===== src/rtl/input_cond_pkg.sv =====
// Shared types and default timing for the game-input front end.
package input_cond_pkg;

   typedef enum logic [1:0] {
      IDLE    = 2'd0,
      PRESSED = 2'd1,
      REPEAT  = 2'd2
   } ch_state_e;

   localparam int CH_START  = 0;
   localparam int CH_LEFT   = 1;
   localparam int CH_RIGHT  = 2;
   localparam int CH_ROTATE = 3;
   localparam int CH_DROP   = 4;

   localparam int         DEF_NUM_CH          = 5;
   localparam int         DEF_DEBOUNCE_CYCLES = 4;
   localparam int         DEF_REPEAT_DELAY    = 20;
   localparam int         DEF_REPEAT_PERIOD   = 8;
   localparam logic [4:0] DEF_REPEAT_MASK     = 5'b00110;

   function automatic int max_int(input int a, input int b);
      return (a > b) ? a : b;
   endfunction

endpackage


===== src/rtl/input_channel_debounce.sv =====
// One button channel: two-flop synchroniser, debounce counter and
// press/auto-repeat pulse FSM.
module input_channel_debounce
   import input_cond_pkg::*;
#(
   parameter int DEBOUNCE_CYCLES = DEF_DEBOUNCE_CYCLES,
   parameter int REPEAT_DELAY    = DEF_REPEAT_DELAY,
   parameter int REPEAT_PERIOD   = DEF_REPEAT_PERIOD,
   parameter bit REPEAT_EN       = 1'b0
) (
   input  logic clk_i,
   input  logic rst_i,
   input  logic raw_i,
   output logic pulse_o,
   output logic held_o
);

   localparam int CNT_W  = $clog2(DEBOUNCE_CYCLES + 1);
   localparam int RCNT_W = $clog2(max_int(REPEAT_DELAY, REPEAT_PERIOD) + 1);

   localparam logic [CNT_W-1:0]  CNT_LAST    = CNT_W'(DEBOUNCE_CYCLES - 1);
   localparam logic [RCNT_W-1:0] DELAY_LAST  = RCNT_W'(REPEAT_DELAY - 1);
   localparam logic [RCNT_W-1:0] PERIOD_LAST = RCNT_W'(REPEAT_PERIOD - 1);

   logic              sync1_q, sync2_q;
   logic              held_q, held_d;
   logic [CNT_W-1:0]  cnt_q, cnt_d;
   ch_state_e         state_q, state_d;
   logic [RCNT_W-1:0] rcnt_q, rcnt_d;
   logic              pulse_q, pulse_d;
   logic              rise, fall;

   always_ff @(posedge clk_i) begin
      if (rst_i) begin
         sync1_q <= 1'b0;
         sync2_q <= 1'b0;
         held_q  <= 1'b0;
         cnt_q   <= '0;
         state_q <= IDLE;
         rcnt_q  <= '0;
         pulse_q <= 1'b0;
      end else begin
         sync1_q <= raw_i;
         sync2_q <= sync1_q;
         held_q  <= held_d;
         cnt_q   <= cnt_d;
         state_q <= state_d;
         rcnt_q  <= rcnt_d;
         pulse_q <= pulse_d;
      end
   end

   // Accept a new level only after it has differed for DEBOUNCE_CYCLES cycles.
   always_comb begin
      held_d = held_q;
      cnt_d  = cnt_q;
      rise   = 1'b0;
      fall   = 1'b0;
      if (sync2_q == held_q) begin
         cnt_d = '0;
      end else if (cnt_q == CNT_LAST) begin
         held_d = sync2_q;
         cnt_d  = '0;
         rise   = sync2_q;
         fall   = ~sync2_q;
      end else begin
         cnt_d = cnt_q + 1'b1;
      end
   end

   always_comb begin
      state_d = state_q;
      rcnt_d  = rcnt_q;
      pulse_d = 1'b0;
      if (fall) begin
         // A release wins over a repeat pulse due on the same edge.
         state_d = IDLE;
         rcnt_d  = '0;
      end else begin
         case (state_q)
            IDLE: begin
               if (rise) begin
                  state_d = PRESSED;
                  rcnt_d  = '0;
                  pulse_d = 1'b1;
               end
            end
            PRESSED: begin
               if (REPEAT_EN) begin
                  if (rcnt_q == DELAY_LAST) begin
                     state_d = REPEAT;
                     rcnt_d  = '0;
                     pulse_d = 1'b1;
                  end else begin
                     rcnt_d = rcnt_q + 1'b1;
                  end
               end
            end
            REPEAT: begin
               if (rcnt_q == PERIOD_LAST) begin
                  rcnt_d  = '0;
                  pulse_d = 1'b1;
               end else begin
                  rcnt_d = rcnt_q + 1'b1;
               end
            end
            default: begin
               state_d = IDLE;
               rcnt_d  = '0;
            end
         endcase
      end
   end

   assign pulse_o = pulse_q;
   assign held_o  = held_q;

endmodule


===== src/rtl/input_pulse_conditioner.sv =====
// N-channel button conditioner plus arduinoClock rising-edge strobe,
// all in the system clock domain.
module input_pulse_conditioner
   import input_cond_pkg::*;
#(
   parameter int                NUM_CH          = DEF_NUM_CH,
   parameter int                DEBOUNCE_CYCLES = DEF_DEBOUNCE_CYCLES,
   parameter int                REPEAT_DELAY    = DEF_REPEAT_DELAY,
   parameter int                REPEAT_PERIOD   = DEF_REPEAT_PERIOD,
   parameter logic [NUM_CH-1:0] REPEAT_MASK     = DEF_REPEAT_MASK
) (
   input  logic              clock,
   input  logic              reset,
   input  logic              arduinoClock,
   input  logic [NUM_CH-1:0] btn_raw,
   output logic [NUM_CH-1:0] btn_pulse,
   output logic [NUM_CH-1:0] btn_held,
   output logic              ard_strobe
);

   logic ard1_q, ard2_q, ard3_q, strobe_q;

   // ard1/ard2 synchronise; ard3 is the delayed copy for edge detection.
   always_ff @(posedge clock) begin
      if (reset) begin
         ard1_q   <= 1'b0;
         ard2_q   <= 1'b0;
         ard3_q   <= 1'b0;
         strobe_q <= 1'b0;
      end else begin
         ard1_q   <= arduinoClock;
         ard2_q   <= ard1_q;
         ard3_q   <= ard2_q;
         strobe_q <= ard2_q & ~ard3_q;
      end
   end

   assign ard_strobe = strobe_q;

   for (genvar i = 0; i < NUM_CH; i++) begin : g_ch
      input_channel_debounce #(
         .DEBOUNCE_CYCLES (DEBOUNCE_CYCLES),
         .REPEAT_DELAY    (REPEAT_DELAY),
         .REPEAT_PERIOD   (REPEAT_PERIOD),
         .REPEAT_EN       (REPEAT_MASK[i])
      ) u_ch (
         .clk_i   (clock),
         .rst_i   (reset),
         .raw_i   (btn_raw[i]),
         .pulse_o (btn_pulse[i]),
         .held_o  (btn_held[i])
      );
   end

endmodule


===== config.mk =====
export PLATFORM = sky130hd
export DESIGN_NAME = input_pulse_conditioner
export DESIGN_NICKNAME = d
export VERILOG_FILES = /design/src/rtl/input_cond_pkg.sv /design/src/rtl/input_channel_debounce.sv /design/src/rtl/input_pulse_conditioner.sv
export SDC_FILE = /design/constraint.sdc
export NUM_CORES = 1
export LEC_CHECK = 0
export ABC_AREA = 1
export CORE_UTILIZATION = 30
export DETAILED_ROUTE_END_ITERATION = 16
export PLACE_DENSITY = 0.44
export REMOVE_ABC_BUFFERS = 1
export SLEW_MARGIN = 30
export SYNTH_ARGS = -nofsm -noshare
export SYNTH_HDL_FRONTEND = slang
export SYNTH_SLANG_ARGS = --single-unit

===== constraint.sdc =====
create_clock -name clock -period 1.8 [get_ports clock]
set_input_delay 0.45 -clock clock [delete_from_list [all_inputs] [get_ports clock]]
set_output_delay 0.45 -clock clock [all_outputs]
set_load 0.05 [all_outputs]

======== Word level (Yosys, flattened, before mapping) ========
Index checks and enable logic that the tools add are counted.
word-level totals
  output and inout bits ................... 11
  input port bits ......................... 8
  word-level logic and storage cells ...... 200
  bits in registers ....................... 74
operators by class
  equal/unequal tests ..................... 34
  mux-type cells .......................... 66
  add/sub/neg operators ................... 10
  bitwise operators ....................... 20
  reduce and logical (&&, ||, !) cells .... 31
operators by type and width
  operator                                                                number
  5-bit case mux with 3 select lines                                      5
  5-bit 2-to-1 mux                                                        12
  1-bit 2-to-1 mux                                                        32
  5-bit by 1-bit adder with 5-bit output (second input constant)          5
  5-bit by 3-bit equality test with 1-bit output (second input constant)  5
  2-bit AND reduction                                                     11
  1-bit inverter                                                          19
  2-bit OR reduction                                                      8
  3-bit by 1-bit adder with 3-bit output (second input constant)          5
  3-bit by 2-bit equality test with 1-bit output (second input constant)  5
  3-bit OR reduction                                                      5
  2-bit 2-to-1 mux                                                        7
  2-bit by 1-bit != test with 1-bit output (second input constant)        7
  2-bit case mux with 2 select lines                                      3
  2-bit case mux with 3 select lines                                      2
  2-bit by 1-bit equality test with 1-bit output (second input constant)  5
  2-bit equality test (second input constant)                             5
  5-bit equality test (second input constant)                             2
  2-bit logical NOT                                                       5
  1-bit case mux with 2 select lines                                      3
  1-bit case mux with 3 select lines                                      2
  3-bit AND reduction                                                     2
  1-bit equality test                                                     5
  1-bit AND                                                               1

======== Longest topological paths before layout ========
Gate-level depths: netlist (run 1).
  depth in word-level cells ............... 5
  gate-level depth with buffers ........... 10
  depth with buffers taken out ............ 10

======== Hierarchy ========
From an unflattened synthesis (run 1), not the netlist that was laid out.
second synthesis, totals
  cell total of the unflattened synthesis .. 321
  area total of the unflattened synthesis .. 2,507.4 um^2
modules (own cells, without submodules)
  module                                      instances  area each (um^2)  seq. area each (um^2)  cells each
  input_channel_debounce at g_ch[2].u_ch      1          747.0             280.3                  99
  input_channel_debounce at g_ch[1].u_ch      1          744.5             280.3                  99
  input_channel_debounce at g_ch[3].u_ch ...  2          294.0             160.2                  36
  input_channel_debounce at g_ch[0].u_ch      1          312.8             160.2                  39
  input_pulse_conditioner                     1          115.1             80.1                   12

======== Worst setup path after synthesis (run 1) ========
OpenSTA, ideal clock, no wires.
  path type ............................... reg2reg
  from .................................... reg g_ch[1].u_ch.cnt_q[0]
  to ...................................... reg g_ch[1].u_ch.rcnt_q[3]
  required time ........................... 1,691 ps
  clock period less this slack ............ 1,350 ps
  path slack .............................. 450 ps
  path buffers ............................ 1
  library setup time ...................... 109 ps
  stages on the path, launching flop included .. 10
  data arrival time ....................... 1,241 ps
  path through ............................ dfxtp_1 > ha_1 > ha_1 > nand3_2 > nand2_2 > buf_6 > a21oi_1 > nor2_1 > nand2_1 > inv_1
between the ends
  word-level cells in the longest chain between the ends .. 4
  elaborated cells between the ends (all ways) .. 7
  classes of those cells .................. eq/ne (2); mux (4); reduce/logical (1)
RTL lines
  item                                                                                             RTL line                      RTL
  start, declared                                                                                  input_channel_debounce.sv:27  logic [CNT_W-1:0] cnt_q, cnt_d;
  start signal, assigned                                                                           input_channel_debounce.sv:46  cnt_q <= cnt_d;
  3-bit by 2-bit equality test with 1-bit output *                                                 input_channel_debounce.sv:61  end else if (cnt_q == CNT_LAST) begin
  1-bit 2-to-1 mux                                                                                 input_channel_debounce.sv:61
  1-bit 2-to-1 mux                                                                                 input_channel_debounce.sv:59  if (sync2_q == held_q) begin
  2-bit by 1-bit != test with 1-bit output (no line) / 2-bit OR reduction (equally long branches)  --
  end signal, assigned                                                                             input_channel_debounce.sv:48  rcnt_q <= rcnt_d;
  end, declared                                                                                    input_channel_debounce.sv:29  logic [RCNT_W-1:0] rcnt_q, rcnt_d;
Mark *: on every way between the ends. The rest lies on a longest branch, timed or not.
A chain may end at the register's enable or synchronous reset.

======== Final worst setup path (run 1) ========
  from .................................... reg g_ch[1].u_ch.cnt_q[0]
  to ...................................... reg g_ch[1].u_ch.state_q[0]
between the ends
  word-level cells in the longest chain between the ends .. 5
  elaborated cells between the ends (all ways) .. 8
  classes of those cells .................. eq/ne (2); mux (4); reduce/logical (2)
RTL lines
  item                                                RTL line                      RTL
  3-bit by 2-bit equality test with 1-bit output *    input_channel_debounce.sv:61
  1-bit 2-to-1 mux                                    input_channel_debounce.sv:61
  1-bit 2-to-1 mux                                    input_channel_debounce.sv:59
  2-bit by 1-bit != test with 1-bit output (no line)  --
  3-bit AND reduction (no line)                       --
  end signal, assigned                                input_channel_debounce.sv:47  state_q <= state_d;
  end, declared                                       input_channel_debounce.sv:28  ch_state_e state_q, state_d;
Marked as above.

==> results of run 1 <==
==> placed cells by master, fill, tap and decap left out, types with 2 or more instances in the layout <==
| master | n |
|---|---|
| nor2_1 | 47 |
| xor2_1 | 2 |
| dfxtp_1 | 56 |
| clkbuf_8 | 6 |
| clkdlybuf4s50_1 | 7 |
| buf_4 | 12 |
| nor3_1 | 4 |
| inv_2 | 4 |
| clkinvlp_4 | 2 |
| nand3_1 | 21 |
| nand2_2 | 3 |
| nand4_1 | 3 |
| nand2_1 | 46 |
| o21ai_0 | 7 |
| ha_1 | 22 |
| nand3_2 | 3 |
| a21oi_1 | 22 |
| o21ai_2 | 3 |
| and3_1 | 2 |
| inv_1 | 56 |
==> cells by family after synthesis <==
family | Yosys count | synth area share, %
buffers and inverters | 76 | 13.5
xor gates and xnor gates | 2 | 0.692
adders and majority gates | 22 | 10.9
DFF | 56 | 44.3
and+or+nand+nor | 130 | 22.3
AOI/OAI and AO/OA | 36 | 8.31
==> cells in the mapped netlist, drive strengths merged <==
cell type | n | area, um^2
nand2 | 49 | 191
nor2 | 47 | 176
a21oi | 22 | 110
o21ai | 11 | 77.6
ha | 22 | 275
and3 | 2 | 12.5
o22ai | 1 | 6.26
inv | 61 | 231
buf | 14 | 108
nor3 | 5 | 30.0
clkinv | 1 | 3.75
nand3 | 24 | 135
nand4 | 3 | 18.8
a211oi | 1 | 7.51
xor2 | 2 | 17.5
dfxtp | 56 | 1120
o221ai | 1 | 8.76
==> worst paths after layout <==
check / end / start / slack (ns) / cells after the start
max: g_ch[1].u_ch.state_q[0]$_SDFFE_PP0P_ / g_ch[1].u_ch.cnt_q[0]$_SDFF_PP0_ / 0.31 / 8
min: g_ch[4].u_ch.sync2_q$_SDFF_PP0_ / g_ch[4].u_ch.sync1_q$_SDFF_PP0_ / 0.41 / 2
max reg2reg: g_ch[1].u_ch.state_q[0]$_SDFFE_PP0P_ / g_ch[1].u_ch.cnt_q[0]$_SDFF_PP0_ / 0.31 / 8
min reg2reg: g_ch[4].u_ch.sync2_q$_SDFF_PP0_ / g_ch[4].u_ch.sync1_q$_SDFF_PP0_ / 0.41 / 2
==> power breakdown <==
part	total (mW)	switching, mW	internal (mW)
Clock	0.730	0.418	0.313
Sequential	1.34	0.0438	1.30
Combinational	0.526	0.339	0.187
Total	2.60	0.800	1.80
==> worst min-delay path, cell delays in order (launching register included) <==
cell	delay (ns)
dfxtp_1	0.31
inv_1	0.04
nor2_1	0.03
==> through the flow <==
step	setup WS [ns]	instances
2_1_floorplan	0.402	308
3_3_place_gp	0.213	432
3_5_place_dp	0.202	432
4_1_cts	0.270	440
5_1_grt	0.135	440
6_report	0.307	440
==> layer usage <==
metal | part of all wire, % | vias up | track usage [%]
met1 | 52 | 785 | 13.0
li1 | - | 1011 | -
met5 | 0 | - | 0
met2 | 43 | 23 | 15.9
met3 | 3.6 | 6 | 2.59
met4 | 1.7 | 0 | 4.23
==> state kept, by name, summed over array words and instances (netlist names) <==
name	flops
g_ch.u_ch.rcnt_q	10
g_ch.u_ch.sync1_q	5
g_ch.u_ch.pulse_o	5
g_ch.u_ch.cnt_q	15
g_ch.u_ch.state_q	7
ard1_q	1
ard_strobe	1
g_ch.u_ch.held_o	5
g_ch.u_ch.sync2_q	5
ard2_q	1
ard3_q	1
==> layout make-up <==
type	count	area (um^2)
Clock buffer	6	82.6
Clock inverter	2	15.0
Fill cell	869	5360
Inverter	62	235
Multi-Input combinational cell	190	1070
Sequential cell	56	1120
Tap cell	105	131
Timing Repair Buffer	19	160
==> results.md, run 1 <==
* H-tree Lvls at 2
* Fin util at 34.4%
* Cells after Synth at between 300 and 400
* Antenna fix cells at 0
* Global-route wire length before repair at just over 7000 um
* Detailed-route DRC error count at 0
* CP Capture Type: flop
* Routed wire per std cell at between 9 and 10 um
* Area grow syn2layout at 11.1%
* # resized after CTS at 0
* Final setup viols at 0
* Number of buffers added on ports at 18
* Crit Path Class: flop to flop
* Final TNS setup at 0 ns
* Die width at around 94 um
* Core area at between 8000 and 9000 um^2
* Post-route cell area at between 2000 and 3000 um^2
* Sequential fraction of the synthesis area at between 40% and 50%
* Yosys reg bits at 56
* Clk_skew at 0.00341 ns
* Nets at around 360
* Setup Fix Bufs, Post-CTS at 0
* Top achievable clock speed at ~670 MHz
* Total global routing overflow at 0
* Routed WL at ~4000 um
* Status: finished clean
* Core Rows at 33
* Initial antenna violation count at 0
* I/O pin total at 19
* Crit path launch type: flop
* Placer Congestion at 0.739
* Max-slew violation count at 0
* Mapped Area at ~2500 um^2
* Share of cells above drive strength 1 at 10.7%
* Vias per cell at 4.15
* Minimum clock period at ~1.5 ns
* PD cells at around 900 nW/um^2
* Drt initial violations at a little over 40
* Die Area at between 8000 and 9000 um^2
* Via Count at 1825
* Placed Area at between 2000 and 3000 um^2
* Clk Tree Root Cell: clkbuf_8
* Hold-fix buffers at CTS at 0
* Worst path cell trace: ha_1, ha_1, nand3_2, nand2_2, nand3_1, nand2_1, nand2_1, nor2_1
* Max Cap Viol at 0
* CP max FO at 11
* Largest net degree at the start of global routing at 19
* Max IR drop VDD at approximately 0.30 mV
* Hold Worst Slack at between 0.4 and 0.5 ns
* TritonCTS clock tree: done
* RSZ-0062 raised after global routing: false
* Crit-path slowest cell: dfxtp_1
* Worst-skew pair later-pin latency at approximately 0.3 ns
* Die Y at between 90 and 100 um
* Hold Vio Cnt, Final at 0
* Vias in the first global route at about 1700
* Slowest stage delay, CP at 0.35 ns
* Period Utilization, post-route at 82.9%
* GRT Total Usage at between 10% and 20%
* Worst Path Arrival at roughly 1.7 ns
* Clock sink count at 56
* Slew HR at between 80% and 90%
* Final Power at around 2.6 mW
* Detail Placement HPWL at about 3000 um
* HP Class: flop to flop
* Static Leak at between 1 and 1.5 nW
* Worst slew pin tran at between 0.2 and 0.25 ns
* Cell variety after synth at 26
* Initial Utilization at 31.0%
* DR pass1 iterations at 4
* Synth warn at 0
* Detail Route Antenna Nets at 0
* Synthesized area per cell at 7.86 um^2
* CP delay by family, top: simple AND/OR/NAND/NOR gates
* CTS Buf Count at 5
* Clock tree buffer depth at 2
* Worst EP required at 2.05 ns
* Clock transition at the registers of the reported paths at ~0.10 ns
* Worst path bufs/invs at 0
(Power assumes the default switching activity.)
==> run 2, diff against run 1 <==
PLACE_DENSITY = 0.46   (was 0.44)
clock period = 1.3 ns   (was 1.8 ns; I/O delays follow)
==> run 2 against run 1 <==
  * Clock skew is 0.0061 ns higher
  * Power is 63% higher
  * Sequential power is 39% higher
  * Hold slack worse by 0.00080 ns
  * Fmax is 18% higher
  * Register-to-register slack worse by 0.28 ns
  * Sequential share of layout area is 5.8 points lower
  * Via count is 5.2% higher
  * Global-route usage is 0.41 points higher
  * Cell area is 18% higher
  * Combinational power is 100% higher
==> results.md, run 2 (synthesis gave the netlist of run 1 again) <==
* Drt initial violations at 52
* PD cells at approximately 1300 nW/um^2
* Vias in the first global route at between 1500 and 2000
* Max-slew violation count at 0
* I/O pin total at 19
* Nets at 387
* Final Power at between 4 and 5 mW
* Die Area at 8810 um^2
* Commonest non-fill, non-tap cell in the layout: inv_1
* Slew HR at 85.3%
* Clock tree buffer depth at 2
* Fin util at 40.7%
* Hold Vio Cnt, Final at 0
* Die width at ~94 um
* Period Utilization, post-route at 97.7%
* Crit path launch type: flop
* Number of buffers added on ports at 18
* Initial antenna violation count at 0
* Crit Path Class: flop to flop
* Routed wire per std cell at 9.15 um
* Hold Worst Slack at 0.406 ns
* Max Cap Viol at 0
* Placer Congestion at between 0.7 and 0.8
* GRT Total Usage at between 10% and 20%
* Static Leak at approximately 1.4 nW
* Clock transition at the registers of the reported paths at ~0.10 ns
* CP max FO at 3
* Antenna fix cells at 0
* Final TNS setup at 0 ns
* Core Rows at 33
* Final setup viols at 0
* Worst Path Arrival at 1.52 ns
* Total global routing overflow at 0
* Global-route wire length before repair at 7330 um
* Detail Placement HPWL at around 3100 um
* Clock sink count at 56
* RSZ-0062 raised after global routing: true
* DR pass1 iterations at 4
* Via Count at 1919
* Top achievable clock speed at between 700 and 800 MHz
* Routed WL at approximately 4200 um
* Top flop regs: g_ch.u_ch.cnt_q: 15 flops, g_ch.u_ch.rcnt_q: 10 flops, g_ch.u_ch.state_q: 7 flops
* Worst-skew pair later-pin latency at between 0.3 and 0.4 ns
* TritonCTS clock tree: done
* Max IR drop VDD at about 0.55 mV
* Clk Tree Root Cell: clkbuf_8
* Detailed-route DRC error count at 0
* Post-route cell area at ~3300 um^2
* Commonest non-fill, non-tap cells in the layout: 53 x inv_1, 46 x nor2_1, 46 x dfxtp_1
* Vias per cell at 4.15
* CTS Buf Count at 5
* Filler cells at about 830
* CP Capture Type: flop
* HP Class: flop to flop
* Share of cells above drive strength 1 at between 20% and 30%
* Core area at between 8000 and 9000 um^2
* Worst EP required at 1.55 ns
* Placed Area at 3010 um^2
* Area grow syn2layout at 31.5%
* H-tree Lvls at 2
* Max reg flops at 15
* Detail Route Antenna Nets at 0
* Initial Utilization at 31.0%
* Die Y at 93.9 um
* Largest net degree at the start of global routing at 17
* Minimum clock period at between 1 and 1.5 ns
* Worst slew pin tran at 0.218 ns
* Status: finished clean
* Clk_skew at 0.00950 ns
* Reg with most FFs: g_ch.u_ch.cnt_q
-- run 2: timing repair --
item,CTS,global route
setup buffers,0,2
setup endpoints to repair,18,21
endpoints found under the hold margin,0,0
pin swaps,9,8
resized for setup,23,22
hold buffers,0,0
-- run 2: critical path: stages, from the launching register on --
cell	delay, ns
dfxtp_2	0.36
ha_4	0.14
ha_4	0.15
nand3_4	0.10
buf_6	0.14
a21oi_2	0.12
nand3_2	0.09
a21oi_2	0.12
-- run 2: area by class of cell --
class / count / area [um^2] / area share, %
tap: 105 / 131 / 3.95
timing repair buffer: 42 / 478 / 14.4
inverter: 62 / 235 / 7.07
sequential: 56 / 1130 / 34.1
multi-input combinational: 190 / 1220 / 36.7
clock inverter: 2 / 60.1 / 1.80
clock buffer: 5 / 68.8 / 2.07
-- run 2: metal layers --
metal	part of all wire [%]	up-vias	GRT usage [%]
li1	-	1059	-
met1	51	834	13.7
met2	44	19	16.7
met3	2.8	7	2.43
met4	1.7	0	4.23
met5	0	-	0
-- run 2: worst paths after layout --
path / slack (ns) / start / to / cells after the start
max: 0.03 / g_ch[1].u_ch.cnt_q[0]$_SDFF_PP0_ / g_ch[1].u_ch.rcnt_q[0]$_SDFFE_PP0P_ / 7
min: 0.41 / ard3_q$_SDFF_PP0_ / ard_strobe$_SDFF_PP0_ / 1
max reg2reg: 0.03 / g_ch[1].u_ch.cnt_q[0]$_SDFF_PP0_ / g_ch[1].u_ch.rcnt_q[0]$_SDFFE_PP0P_ / 7
min reg2reg: 0.41 / ard3_q$_SDFF_PP0_ / ard_strobe$_SDFF_PP0_ / 1
-- run 2: per-stage QoR --
stage | setup slack [ns] | cells
3_5_place_dp | -0.140 | 453
4_1_cts | 0.00607 | 460
2_1_floorplan | -0.0978 | 308
6_report | 0.0304 | 462
5_1_grt | -0.0516 | 462
3_3_place_gp | -0.120 | 453
-- run 2: power breakdown --
group	switching [mW]	internal [mW]
Sequential	0.0577	1.80
Clock	0.561	0.759
Combinational	0.594	0.471
==> run 3, diff against run 2 <==
HOLD_SLACK_MARGIN = 0.12   (was not set)
==> results of run 3 <==
No change in the layout: final DEF, timing and power equal those of run 2.
